<file path="config.mk">
export PLATFORM = sky130hd
export DESIGN_NAME = id_ex_stage_flat
export DESIGN_NICKNAME = d
export VERILOG_FILES = /design/src/rtl/id_ex_pkg.sv /design/src/rtl/id_ex_stage_if.sv /design/src/rtl/id_ex_stage_alu_op_decoder.sv /design/src/rtl/id_ex_stage.sv /design/src/flat_wrapper.sv
export SDC_FILE = /design/constraint.sdc
export NUM_CORES = 1
export LEC_CHECK = 0
export CORE_AREA = 2 2 173 175
export CTS_CLUSTER_DIAMETER = 60
export CTS_CLUSTER_SIZE = 24
export DETAILED_ROUTE_END_ITERATION = 10
export DIE_AREA = 0 0 175 177
export SKIP_LAST_GASP = 1
export SYNTH_ARGS = -nofsm -noshare
export SYNTH_HDL_FRONTEND = slang
export SYNTH_SLANG_ARGS = --single-unit
</file>
<file path="constraint.sdc">
create_clock -name clk -period 4.5 [get_ports clk]
set_clock_uncertainty 0.05 [all_clocks]
set_input_delay 0.45 -clock clk [delete_from_list [all_inputs] [get_ports clk]]
set_output_delay 0.45 -clock clk [all_outputs]
set_load 0.01 [all_outputs]
</file>
<file path="src/rtl/id_ex_pkg.sv">
// ---------------------------------------------------------------------------
// id_ex_pkg
// Shared constants and types for the decode/execute boundary stage:
//   - RV32 opcode and funct3/funct7 encodings the stage understands
//   - 3-bit ALU operation codes driven into the 32-bit ALU
//   - occupancy FSM states and the decoder result bundle
// ---------------------------------------------------------------------------
package id_ex_pkg;

  // Major opcodes (instr[6:0])
  localparam logic [6:0] OP_R      = 7'b0110011;
  localparam logic [6:0] OP_I      = 7'b0010011;
  localparam logic [6:0] OP_LOAD   = 7'b0000011;
  localparam logic [6:0] OP_STORE  = 7'b0100011;
  localparam logic [6:0] OP_BRANCH = 7'b1100011;

  // funct7 variants (instr[31:25])
  localparam logic [6:0] F7_BASE   = 7'b0000000;
  localparam logic [6:0] F7_ALT    = 7'b0100000;
  localparam logic [6:0] F7_MULDIV = 7'b0000001;

  // funct3 values (instr[14:12])
  localparam logic [2:0] F3_ADD = 3'b000;  // ADD/SUB/MUL/ADDI/BEQ
  localparam logic [2:0] F3_SLL = 3'b001;  // SLL/SLLI/BNE
  localparam logic [2:0] F3_DIV = 3'b100;
  localparam logic [2:0] F3_SRL = 3'b101;  // SRL/SRA/SRLI/SRAI

  // Shift amount width seen by the ALU
  localparam int SHAMT_W = 5;

  typedef enum logic [2:0] {
    ALU_ADD = 3'b000,
    ALU_SUB = 3'b001,
    ALU_MUL = 3'b010,
    ALU_DIV = 3'b011,
    ALU_SHL = 3'b100,
    ALU_SHR = 3'b101
  } alu_op_e;

  typedef enum logic {
    S_EMPTY = 1'b0,
    S_FULL  = 1'b1
  } occ_state_e;

  typedef struct packed {
    alu_op_e op;
    logic    use_imm;
    logic    is_branch;
    logic    reg_write;
    logic    illegal;
  } decode_t;

  function automatic logic is_shift_op(input alu_op_e op);
    return (op == ALU_SHL) || (op == ALU_SHR);
  endfunction

endpackage

</file>
<file path="src/rtl/id_ex_stage_if.sv">
// ---------------------------------------------------------------------------
// id_ex_stage_if
// Bundle of every non-clock/reset signal of id_ex_stage.
//   master : decode side, hazard sources and downstream consumer (drives inputs)
//   slave  : the id_ex_stage itself
// Groups: decode handshake + instruction fields, EX/MEM and MEM/WB forwarding
// sources, flush, EX handshake, ALU-facing outputs and perf counters.
// ---------------------------------------------------------------------------
interface id_ex_stage_if #(
  parameter int XLEN       = 32,
  parameter int REG_ADDR_W = 5
) ();

  // Decode side
  logic                  id_valid;
  logic                  id_ready;
  logic [XLEN-1:0]       id_pc;
  logic [6:0]            id_opcode;
  logic [2:0]            id_funct3;
  logic [6:0]            id_funct7;
  logic [REG_ADDR_W-1:0] id_rs1_addr;
  logic [REG_ADDR_W-1:0] id_rs2_addr;
  logic [XLEN-1:0]       id_rs1_data;
  logic [XLEN-1:0]       id_rs2_data;
  logic [XLEN-1:0]       id_imm;
  logic [REG_ADDR_W-1:0] id_rd_addr;

  // Forwarding sources
  logic                  exmem_reg_write;
  logic [REG_ADDR_W-1:0] exmem_rd_addr;
  logic [XLEN-1:0]       exmem_result;
  logic                  memwb_reg_write;
  logic [REG_ADDR_W-1:0] memwb_rd_addr;
  logic [XLEN-1:0]       memwb_result;

  // Control
  logic                  flush;
  logic                  ex_ready;

  // Execute side
  logic                  ex_valid;
  logic [2:0]            alu_operation;
  logic [XLEN-1:0]       alu_operand1;
  logic [XLEN-1:0]       alu_operand2;
  logic [XLEN-1:0]       ex_store_data;
  logic [REG_ADDR_W-1:0] ex_rd_addr;
  logic                  ex_reg_write;
  logic                  ex_is_branch;
  logic                  ex_illegal;
  logic [XLEN-1:0]       ex_pc;
  logic [31:0]           perf_stall_cnt;
  logic [31:0]           perf_flush_cnt;

  modport master (
    output id_valid, id_pc, id_opcode, id_funct3, id_funct7,
           id_rs1_addr, id_rs2_addr, id_rs1_data, id_rs2_data, id_imm, id_rd_addr,
           exmem_reg_write, exmem_rd_addr, exmem_result,
           memwb_reg_write, memwb_rd_addr, memwb_result,
           flush, ex_ready,
    input  id_ready, ex_valid, alu_operation, alu_operand1, alu_operand2,
           ex_store_data, ex_rd_addr, ex_reg_write, ex_is_branch, ex_illegal,
           ex_pc, perf_stall_cnt, perf_flush_cnt
  );

  modport slave (
    input  id_valid, id_pc, id_opcode, id_funct3, id_funct7,
           id_rs1_addr, id_rs2_addr, id_rs1_data, id_rs2_data, id_imm, id_rd_addr,
           exmem_reg_write, exmem_rd_addr, exmem_result,
           memwb_reg_write, memwb_rd_addr, memwb_result,
           flush, ex_ready,
    output id_ready, ex_valid, alu_operation, alu_operand1, alu_operand2,
           ex_store_data, ex_rd_addr, ex_reg_write, ex_is_branch, ex_illegal,
           ex_pc, perf_stall_cnt, perf_flush_cnt
  );

endinterface

</file>
<file path="src/rtl/id_ex_stage_alu_op_decoder.sv">
// ---------------------------------------------------------------------------
// alu_op_decoder
// Purely combinational translation of an RV32 opcode/funct3/funct7 triple to
// the ALU operation plus operand/writeback attributes.
// Ports:
//   opcode_i  in  7   instr[6:0]
//   funct3_i  in  3   instr[14:12]
//   funct7_i  in  7   instr[31:25]
//   dec_o     out     {op, use_imm, is_branch, reg_write, illegal}
// Anything not explicitly recognised (including SRA/SRAI) is reported as
// illegal with op=ADD, no writeback and no branch.
// ---------------------------------------------------------------------------
module alu_op_decoder
  import id_ex_pkg::*;
(
  input  logic [6:0] opcode_i,
  input  logic [2:0] funct3_i,
  input  logic [6:0] funct7_i,
  output decode_t    dec_o
);

  alu_op_e op;
  logic    use_imm;
  logic    is_branch;
  logic    writes;
  logic    legal;

  always_comb begin
    op        = ALU_ADD;
    use_imm   = 1'b1;
    is_branch = 1'b0;
    writes    = 1'b0;
    legal     = 1'b0;
    case (opcode_i)
      OP_R: begin
        use_imm = 1'b0;
        writes  = 1'b1;
        case (funct7_i)
          F7_MULDIV: begin
            if (funct3_i == F3_ADD) begin
              op    = ALU_MUL;
              legal = 1'b1;
            end else if (funct3_i == F3_DIV) begin
              op    = ALU_DIV;
              legal = 1'b1;
            end
          end
          F7_BASE: begin
            case (funct3_i)
              F3_ADD:  begin op = ALU_ADD; legal = 1'b1; end
              F3_SLL:  begin op = ALU_SHL; legal = 1'b1; end
              F3_SRL:  begin op = ALU_SHR; legal = 1'b1; end
              default: ;
            endcase
          end
          F7_ALT: begin
            // Only SUB; SRA shares this funct7 and is deliberately rejected
            if (funct3_i == F3_ADD) begin
              op    = ALU_SUB;
              legal = 1'b1;
            end
          end
          default: ;
        endcase
      end
      OP_I: begin
        writes = 1'b1;
        case (funct3_i)
          F3_ADD: begin op = ALU_ADD; legal = 1'b1; end
          F3_SLL: begin op = ALU_SHL; legal = 1'b1; end
          F3_SRL: begin
            // SRAI (funct7=0100000) is not supported
            if (funct7_i == F7_BASE) begin
              op    = ALU_SHR;
              legal = 1'b1;
            end
          end
          default: ;
        endcase
      end
      OP_LOAD: begin
        writes = 1'b1;
        legal  = 1'b1;
      end
      OP_STORE: begin
        legal = 1'b1;
      end
      OP_BRANCH: begin
        use_imm = 1'b0;
        if ((funct3_i == F3_ADD) || (funct3_i == F3_SLL)) begin
          op        = ALU_SUB;
          is_branch = 1'b1;
          legal     = 1'b1;
        end
      end
      default: ;
    endcase

    if (!legal) begin
      op        = ALU_ADD;
      is_branch = 1'b0;
      writes    = 1'b0;
    end
  end

  assign dec_o = '{op: op, use_imm: use_imm, is_branch: is_branch,
                   reg_write: writes, illegal: !legal};

endmodule

</file>
<file path="src/rtl/id_ex_stage.sv">
// ---------------------------------------------------------------------------
// id_ex_stage
// Decode/execute pipeline register feeding the 32-bit ALU. Captures one
// decoded RV32 instruction under a valid/ready handshake, decodes it to a
// 3-bit ALU code, resolves rs1/rs2 forwarding from EX/MEM and MEM/WB at
// capture time and selects operand2 (rs2 or immediate).
// Ports:
//   clk    in   single clock, rising edge
//   reset  in   synchronous active-high reset
//   bus    slave modport of id_ex_stage_if (decode handshake + fields,
//          forwarding sources, flush, EX handshake, ALU outputs, perf counters)
// Build option: define ID_EX_PERF_CNT_EN to build the saturating stall/flush
// counters; otherwise both perf outputs read 0.
// ---------------------------------------------------------------------------
module id_ex_stage
  import id_ex_pkg::*;
#(
  parameter int XLEN       = 32,
  parameter int REG_ADDR_W = 5
) (
  input logic         clk,
  input logic         reset,
  id_ex_stage_if.slave bus
);

  typedef struct packed {
    alu_op_e               op;
    logic [XLEN-1:0]       op1;
    logic [XLEN-1:0]       op2;
    logic [XLEN-1:0]       store;
    logic [XLEN-1:0]       pc;
    logic [REG_ADDR_W-1:0] rd;
    logic                  reg_write;
    logic                  is_branch;
    logic                  illegal;
  } payload_t;

  occ_state_e state_q;
  payload_t   payload_q;
  payload_t   payload_d;
  decode_t    dec;

  logic ex_valid;
  logic id_ready;
  logic capture;

  // -------------------------------------------------------------------------
  // Decode
  // -------------------------------------------------------------------------
  alu_op_decoder u_dec (
    .opcode_i (bus.id_opcode),
    .funct3_i (bus.id_funct3),
    .funct7_i (bus.id_funct7),
    .dec_o    (dec)
  );

  // -------------------------------------------------------------------------
  // Forwarding: index 0 = rs1, index 1 = rs2. EX/MEM is younger, so it wins.
  // -------------------------------------------------------------------------
  logic [REG_ADDR_W-1:0] rs_addr  [2];
  logic [XLEN-1:0]       rs_data  [2];
  logic [XLEN-1:0]       fwd_data [2];

  assign rs_addr[0] = bus.id_rs1_addr;
  assign rs_addr[1] = bus.id_rs2_addr;
  assign rs_data[0] = bus.id_rs1_data;
  assign rs_data[1] = bus.id_rs2_data;

  genvar gi;
  generate
    for (gi = 0; gi < 2; gi++) begin : g_fwd
      logic exmem_hit;
      logic memwb_hit;
      assign exmem_hit = bus.exmem_reg_write && (bus.exmem_rd_addr == rs_addr[gi]) &&
                         (bus.exmem_rd_addr != '0);
      assign memwb_hit = bus.memwb_reg_write && (bus.memwb_rd_addr == rs_addr[gi]) &&
                         (bus.memwb_rd_addr != '0);
      assign fwd_data[gi] = exmem_hit ? bus.exmem_result :
                            memwb_hit ? bus.memwb_result : rs_data[gi];
    end
  endgenerate

  // -------------------------------------------------------------------------
  // Operand selection and next payload
  // -------------------------------------------------------------------------
  logic [XLEN-1:0] src2;
  assign src2 = dec.use_imm ? bus.id_imm : fwd_data[1];

  always_comb begin
    payload_d           = '0;
    payload_d.op        = dec.op;
    payload_d.op1       = fwd_data[0];
    // Shifts only ever see a 5-bit amount, zero-extended
    payload_d.op2       = is_shift_op(dec.op) ? {{(XLEN-SHAMT_W){1'b0}}, src2[SHAMT_W-1:0]}
                                              : src2;
    payload_d.store     = fwd_data[1];
    payload_d.pc        = bus.id_pc;
    payload_d.rd        = bus.id_rd_addr;
    payload_d.reg_write = dec.reg_write && (bus.id_rd_addr != '0);
    payload_d.is_branch = dec.is_branch;
    payload_d.illegal   = dec.illegal;
  end

  // -------------------------------------------------------------------------
  // Occupancy FSM + pipeline register
  // -------------------------------------------------------------------------
  assign ex_valid = (state_q == S_FULL);
  assign id_ready = !ex_valid || bus.ex_ready;
  assign capture  = bus.id_valid && id_ready && !bus.flush;

  always_ff @(posedge clk) begin
    if (reset) begin
      state_q   <= S_EMPTY;
      payload_q <= '0;
    end else if (bus.flush) begin
      // Payload is left as-is; only the valid bit matters after a squash
      state_q <= S_EMPTY;
    end else if (capture) begin
      state_q   <= S_FULL;
      payload_q <= payload_d;
    end else if (ex_valid && bus.ex_ready) begin
      state_q <= S_EMPTY;
    end
  end

  assign bus.id_ready      = id_ready;
  assign bus.ex_valid      = ex_valid;
  assign bus.alu_operation = payload_q.op;
  assign bus.alu_operand1  = payload_q.op1;
  assign bus.alu_operand2  = payload_q.op2;
  assign bus.ex_store_data = payload_q.store;
  assign bus.ex_pc         = payload_q.pc;
  assign bus.ex_rd_addr    = payload_q.rd;
  assign bus.ex_reg_write  = payload_q.reg_write;
  assign bus.ex_is_branch  = payload_q.is_branch;
  assign bus.ex_illegal    = payload_q.illegal;

  // -------------------------------------------------------------------------
  // Performance counters (saturating)
  // -------------------------------------------------------------------------
`ifdef ID_EX_PERF_CNT_EN
  logic [31:0] stall_cnt_q;
  logic [31:0] flush_cnt_q;

  always_ff @(posedge clk) begin
    if (reset) begin
      stall_cnt_q <= '0;
      flush_cnt_q <= '0;
    end else begin
      if (ex_valid && !bus.ex_ready && (stall_cnt_q != 32'hFFFF_FFFF)) begin
        stall_cnt_q <= stall_cnt_q + 32'd1;
      end
      // A flush only counts when it actually kills the held instruction
      if (bus.flush && ex_valid && (flush_cnt_q != 32'hFFFF_FFFF)) begin
        flush_cnt_q <= flush_cnt_q + 32'd1;
      end
    end
  end

  assign bus.perf_stall_cnt = stall_cnt_q;
  assign bus.perf_flush_cnt = flush_cnt_q;
`else
  assign bus.perf_stall_cnt = 32'd0;
  assign bus.perf_flush_cnt = 32'd0;
`endif

endmodule

</file>
<file path="src/flat_wrapper.sv">
// flat-port wrapper written by rule: the top's interface ports become plain ports
module id_ex_stage_flat import id_ex_pkg::*;
#(
  parameter int XLEN       = 32,
  parameter int REG_ADDR_W = 5
)
  (clk, reset, bus_id_valid, bus_id_pc, bus_id_opcode, bus_id_funct3, bus_id_funct7, bus_id_rs1_addr, bus_id_rs2_addr, bus_id_rs1_data, bus_id_rs2_data, bus_id_imm, bus_id_rd_addr, bus_exmem_reg_write, bus_exmem_rd_addr, bus_exmem_result, bus_memwb_reg_write, bus_memwb_rd_addr, bus_memwb_result, bus_flush, bus_ex_ready, bus_id_ready, bus_ex_valid, bus_alu_operation, bus_alu_operand1, bus_alu_operand2, bus_ex_store_data, bus_ex_rd_addr, bus_ex_reg_write, bus_ex_is_branch, bus_ex_illegal, bus_ex_pc, bus_perf_stall_cnt, bus_perf_flush_cnt);
  id_ex_stage_if #(.XLEN(XLEN), .REG_ADDR_W(REG_ADDR_W)) bus_i ();
  input logic clk;
  input logic reset;
  input wire logic [$bits(bus_i.id_valid)-1:0] bus_id_valid;
  input wire logic [$bits(bus_i.id_pc)-1:0] bus_id_pc;
  input wire logic [$bits(bus_i.id_opcode)-1:0] bus_id_opcode;
  input wire logic [$bits(bus_i.id_funct3)-1:0] bus_id_funct3;
  input wire logic [$bits(bus_i.id_funct7)-1:0] bus_id_funct7;
  input wire logic [$bits(bus_i.id_rs1_addr)-1:0] bus_id_rs1_addr;
  input wire logic [$bits(bus_i.id_rs2_addr)-1:0] bus_id_rs2_addr;
  input wire logic [$bits(bus_i.id_rs1_data)-1:0] bus_id_rs1_data;
  input wire logic [$bits(bus_i.id_rs2_data)-1:0] bus_id_rs2_data;
  input wire logic [$bits(bus_i.id_imm)-1:0] bus_id_imm;
  input wire logic [$bits(bus_i.id_rd_addr)-1:0] bus_id_rd_addr;
  input wire logic [$bits(bus_i.exmem_reg_write)-1:0] bus_exmem_reg_write;
  input wire logic [$bits(bus_i.exmem_rd_addr)-1:0] bus_exmem_rd_addr;
  input wire logic [$bits(bus_i.exmem_result)-1:0] bus_exmem_result;
  input wire logic [$bits(bus_i.memwb_reg_write)-1:0] bus_memwb_reg_write;
  input wire logic [$bits(bus_i.memwb_rd_addr)-1:0] bus_memwb_rd_addr;
  input wire logic [$bits(bus_i.memwb_result)-1:0] bus_memwb_result;
  input wire logic [$bits(bus_i.flush)-1:0] bus_flush;
  input wire logic [$bits(bus_i.ex_ready)-1:0] bus_ex_ready;
  output wire logic [$bits(bus_i.id_ready)-1:0] bus_id_ready;
  output wire logic [$bits(bus_i.ex_valid)-1:0] bus_ex_valid;
  output wire logic [$bits(bus_i.alu_operation)-1:0] bus_alu_operation;
  output wire logic [$bits(bus_i.alu_operand1)-1:0] bus_alu_operand1;
  output wire logic [$bits(bus_i.alu_operand2)-1:0] bus_alu_operand2;
  output wire logic [$bits(bus_i.ex_store_data)-1:0] bus_ex_store_data;
  output wire logic [$bits(bus_i.ex_rd_addr)-1:0] bus_ex_rd_addr;
  output wire logic [$bits(bus_i.ex_reg_write)-1:0] bus_ex_reg_write;
  output wire logic [$bits(bus_i.ex_is_branch)-1:0] bus_ex_is_branch;
  output wire logic [$bits(bus_i.ex_illegal)-1:0] bus_ex_illegal;
  output wire logic [$bits(bus_i.ex_pc)-1:0] bus_ex_pc;
  output wire logic [$bits(bus_i.perf_stall_cnt)-1:0] bus_perf_stall_cnt;
  output wire logic [$bits(bus_i.perf_flush_cnt)-1:0] bus_perf_flush_cnt;
  assign bus_i.id_valid = bus_id_valid;
  assign bus_i.id_pc = bus_id_pc;
  assign bus_i.id_opcode = bus_id_opcode;
  assign bus_i.id_funct3 = bus_id_funct3;
  assign bus_i.id_funct7 = bus_id_funct7;
  assign bus_i.id_rs1_addr = bus_id_rs1_addr;
  assign bus_i.id_rs2_addr = bus_id_rs2_addr;
  assign bus_i.id_rs1_data = bus_id_rs1_data;
  assign bus_i.id_rs2_data = bus_id_rs2_data;
  assign bus_i.id_imm = bus_id_imm;
  assign bus_i.id_rd_addr = bus_id_rd_addr;
  assign bus_i.exmem_reg_write = bus_exmem_reg_write;
  assign bus_i.exmem_rd_addr = bus_exmem_rd_addr;
  assign bus_i.exmem_result = bus_exmem_result;
  assign bus_i.memwb_reg_write = bus_memwb_reg_write;
  assign bus_i.memwb_rd_addr = bus_memwb_rd_addr;
  assign bus_i.memwb_result = bus_memwb_result;
  assign bus_i.flush = bus_flush;
  assign bus_i.ex_ready = bus_ex_ready;
  assign bus_id_ready = bus_i.id_ready;
  assign bus_ex_valid = bus_i.ex_valid;
  assign bus_alu_operation = bus_i.alu_operation;
  assign bus_alu_operand1 = bus_i.alu_operand1;
  assign bus_alu_operand2 = bus_i.alu_operand2;
  assign bus_ex_store_data = bus_i.ex_store_data;
  assign bus_ex_rd_addr = bus_i.ex_rd_addr;
  assign bus_ex_reg_write = bus_i.ex_reg_write;
  assign bus_ex_is_branch = bus_i.ex_is_branch;
  assign bus_ex_illegal = bus_i.ex_illegal;
  assign bus_ex_pc = bus_i.ex_pc;
  assign bus_perf_stall_cnt = bus_i.perf_stall_cnt;
  assign bus_perf_flush_cnt = bus_i.perf_flush_cnt;
  id_ex_stage #(.XLEN(XLEN), .REG_ADDR_W(REG_ADDR_W)) u_core (.clk(clk), .reset(reset), .bus(bus_i));
endmodule
</file>
==> flow_summary.yaml <==
routing:
  num_vias: 8394
  vias_per_cell: 5.12
  ant_nets: 0
  drc: 0
  dr.first_iter.drc_count: 530
  drtPass1Iterations: 5
  wl_per_cell_um: 21.9
  routed_wl_mm: 35.9
placement:
  dp.cells: 1604
  routabilityCongestion: 0.881
  post-place-ws_ns: 1.23
  dpl_cell_area_sq_um: 11400
  dpl.hpwl_mm: 25.2
  port_buffers: 381
power_and_ir_drop:
  power_w: 0.00357
  clock_power_share_pct: 41.1
  p_int_w: 0.00253
  peakVddDrop_mv: 0.206
  powerDensity_nw_per_um2: 298
  power_switching_w: 0.00104
  p_sw_share_pct: 29.1
  leakage_nw: 4.36
  comb_power_share_pct: 21.3
  seqPwrFrac_pct: 37.5
cts:
  cts_hold_buf: 0
  cts_setup_buffers: 0
  clock_sinks: 140
  cts_root_buffer: "clkbuf_16"
  cts-htree-levels: 4
  cts-resized-gates: 0
  cts_tree: "built"
  clock_latency_ns: 0.41
  cts_buffer_depth: 2
  cts.clk_slew.worst_paths_ns: 0.07
  cts-buffers-inserted: 17
floorplanning:
  die_h_um: 177
  start_util_pct: 25.6
  die-area_sq_um: 31000
  coreArea_sq_um: 29200
  die_x_um: 175
  rows: 63
  io_pins: 446
synth:
  synth_area_per_cell_sq_um: 8.32
  synth-simple-area-share_pct: 19.3
  synth-xor-area-share_pct: 2.57
  synthMuxAreaShare_pct: 0
  synth-seq-area-share_pct: 37.4
  synth_edf_count: 0
  synth_compound_area_share_pct: 29.0
  yosysWarnings: 0
  ys_seq_elements: 140
  async_flop_share_pct: 0
  synth_top_area_share_pct: 37.4
  synth_top_area_cell: "dfxtp_1"
  synth_top_family_by_area: "compound AO/OA/AOI/OAI gates"
  ys_types: 51
  yosys_most_used_dff: "dfxtp_1"
  synthAdderAreaFrac_pct: 0
  syn_inst: 900
  ys_top_cells_by_area: "dfxtp_1 37%, buf_4 6.6%, nand2_1 5.6%"
  syn_area_sq_um: 7490
critical_path:
  path_class: "in -> reg"
  cp_slowest_cell: "nor4_2"
  crit_top_cell: "o21ai_0"
  cp-end-kind: "flop"
  required_ns: 4.78
  arrival_ns: 3.12
  cp_slowest_stage_delay_ns: 1.08
  path_cells: "clkdlybuf4s50_1, or4_4, o21ai_0, nor4_2, buf_4, a221oi_1, o21ai_0"
  cp_max_fo: 21
  cp-start-kind: "primary input"
sta:
  fmax_ghz: 0.353
  fin_ws_ns: 1.66
  tightest_slew_ns: 1.25
  finalMaxSlewViolations: 0
  rsz0062_at_grt: "false"
  tns_ns: 0
  relSlewSlack_pct: 15.9
  fin_crit_sh_pct: 63.0
  finalSetupViolCount: 0
  period_needed_ns: 2.84
  hold_viol_final: 0
final_layout:
  nFillCells: 2957
  final_cell_area_sq_um: 12000
  drive_above_1_share_pct: 7.22
  final_nets: 1474
  finalNonFillerCells: 1640
  layout_commonest_cell: "clkdlybuf4s50_1"
  syn2layout_area_growth_pct: 59.7
  final_cell_mix: "380 x clkdlybuf4s50_1, 140 x dfxtp_1, 112 x nand2_1"
grt:
  grt_usage_pct: 22.4
  antenna_found_initial: 3
  grt_pass1_wl_mm: 52.2
  grt_max_degree: 85
  gr-total-overflow: 0
  first_global_vias: 8272
job:
  maxCapViolations: 0
run_status:
  status: "complete, no violations"
worst_hold_path:
  min_path_type: "in -> reg"
-- critical path: cells and delay by family --
family                 cells  cell delay [ns]
AO/OA/AOI/OAI              3             0.40
buffers and inverters      2             1.01
AND/OR/NAND/NOR            2             1.24
-- logic make-up after synthesis --
| group | count (synthesis) |
|---|---|
| AO/OA/AOI/OAI | 293 |
| AND/OR/NAND/NOR | 289 |
| buffers and inverters | 155 |
| flip-flops | 140 |
| XOR/XNOR | 22 |
| other | 1 |
-- final timing paths --
check	from	cells past startpoint	slack (ns)	end
setup / recovery	bus_exmem_rd_addr[3]	7	1.66	u_core.bus.alu_operand1[14]
setup reg to reg	u_core.bus.ex_valid	5	2.27	u_core.bus.ex_store_data[0]
hold / removal	reset	2	0.37	u_core.bus.ex_pc[6]
hold reg to reg	u_core.bus.alu_operation[2]	2	0.40	u_core.bus.alu_operation[2]
-- synthesized netlist by cell type, types with 2 or more instances --
library cell    n
xnor2_1        10
buf_6           4
o31ai_1        27
a221oi_1       34
o32ai_1        27
o311ai_1        8
a221oi_2       25
o21ai_0        71
a22oi_1        27
nor2_1         41
nor3b_1         2
inv_1           9
or4_1           4
buf_2          14
xor2_1         12
nand2_1       112
buf_1           3
and3_1         60
and4_1          7
nand2b_1        2
dfxtp_1       140
a31oi_1         5
a21oi_1        56
clkbuf_1       59
nor3_1          5
buf_4          66
nand3b_1        7
nor4b_1         3
o22ai_1         2
o311ai_0        2
nand3_1        36
-- metrics by stage --
stage | hold slack [ns] | util (%)
2_1_floorplan | 0.426 | -
3_3_place_gp | 0.391 | 38.9
3_5_place_dp | 0.396 | 38.9
4_1_cts | 0.348 | 40.9
5_1_grt | 0.352 | 40.9
6_report | 0.371 | 40.9
-- power groups by stage --
stage          Clock [W]  Combinational (W)  Sequential, W
2_1_floorplan          0           0.000299        0.00139
3_3_place_gp           0           0.000756        0.00137
3_5_place_dp           0           0.000756        0.00137
4_1_cts          0.00151           0.000760        0.00134
5_1_grt          0.00157           0.000810        0.00135
6_report         0.00147           0.000761        0.00134
-- routing by layer --
metal  vias up  GRT usage [%]  part of all wire (%)
met5         -              0                     0
met4         0           6.53                   1.8
met3        32           5.61                   7.1
met2       413           38.2                    48
met1      4037           27.9                    43
li1       3912              -                     -
-- flip-flops by register name, summed over array words and instances, names as in the netlist, 3 cells and up --
signal,count
u_core.bus.alu_operand2,32
u_core.bus.alu_operand1,32
u_core.bus.alu_operation,3
u_core.bus.ex_rd_addr,5
u_core.bus.ex_store_data,32
u_core.bus.ex_pc,32
-- area by class of cell --
cell class	instances	area [sq um]	share of cell area (%)
multi-input combinational	668	4120	34.4
timing repair buffer	397	3930	32.8
sequential	140	2800	23.4
tap	390	488	4.08
clock buffer	19	433	3.62
clock inverter	13	154	1.29
inverter	9	33.8	0.282
antenna	4	10.0	0.0837
(Power assumes the default switching activity.)
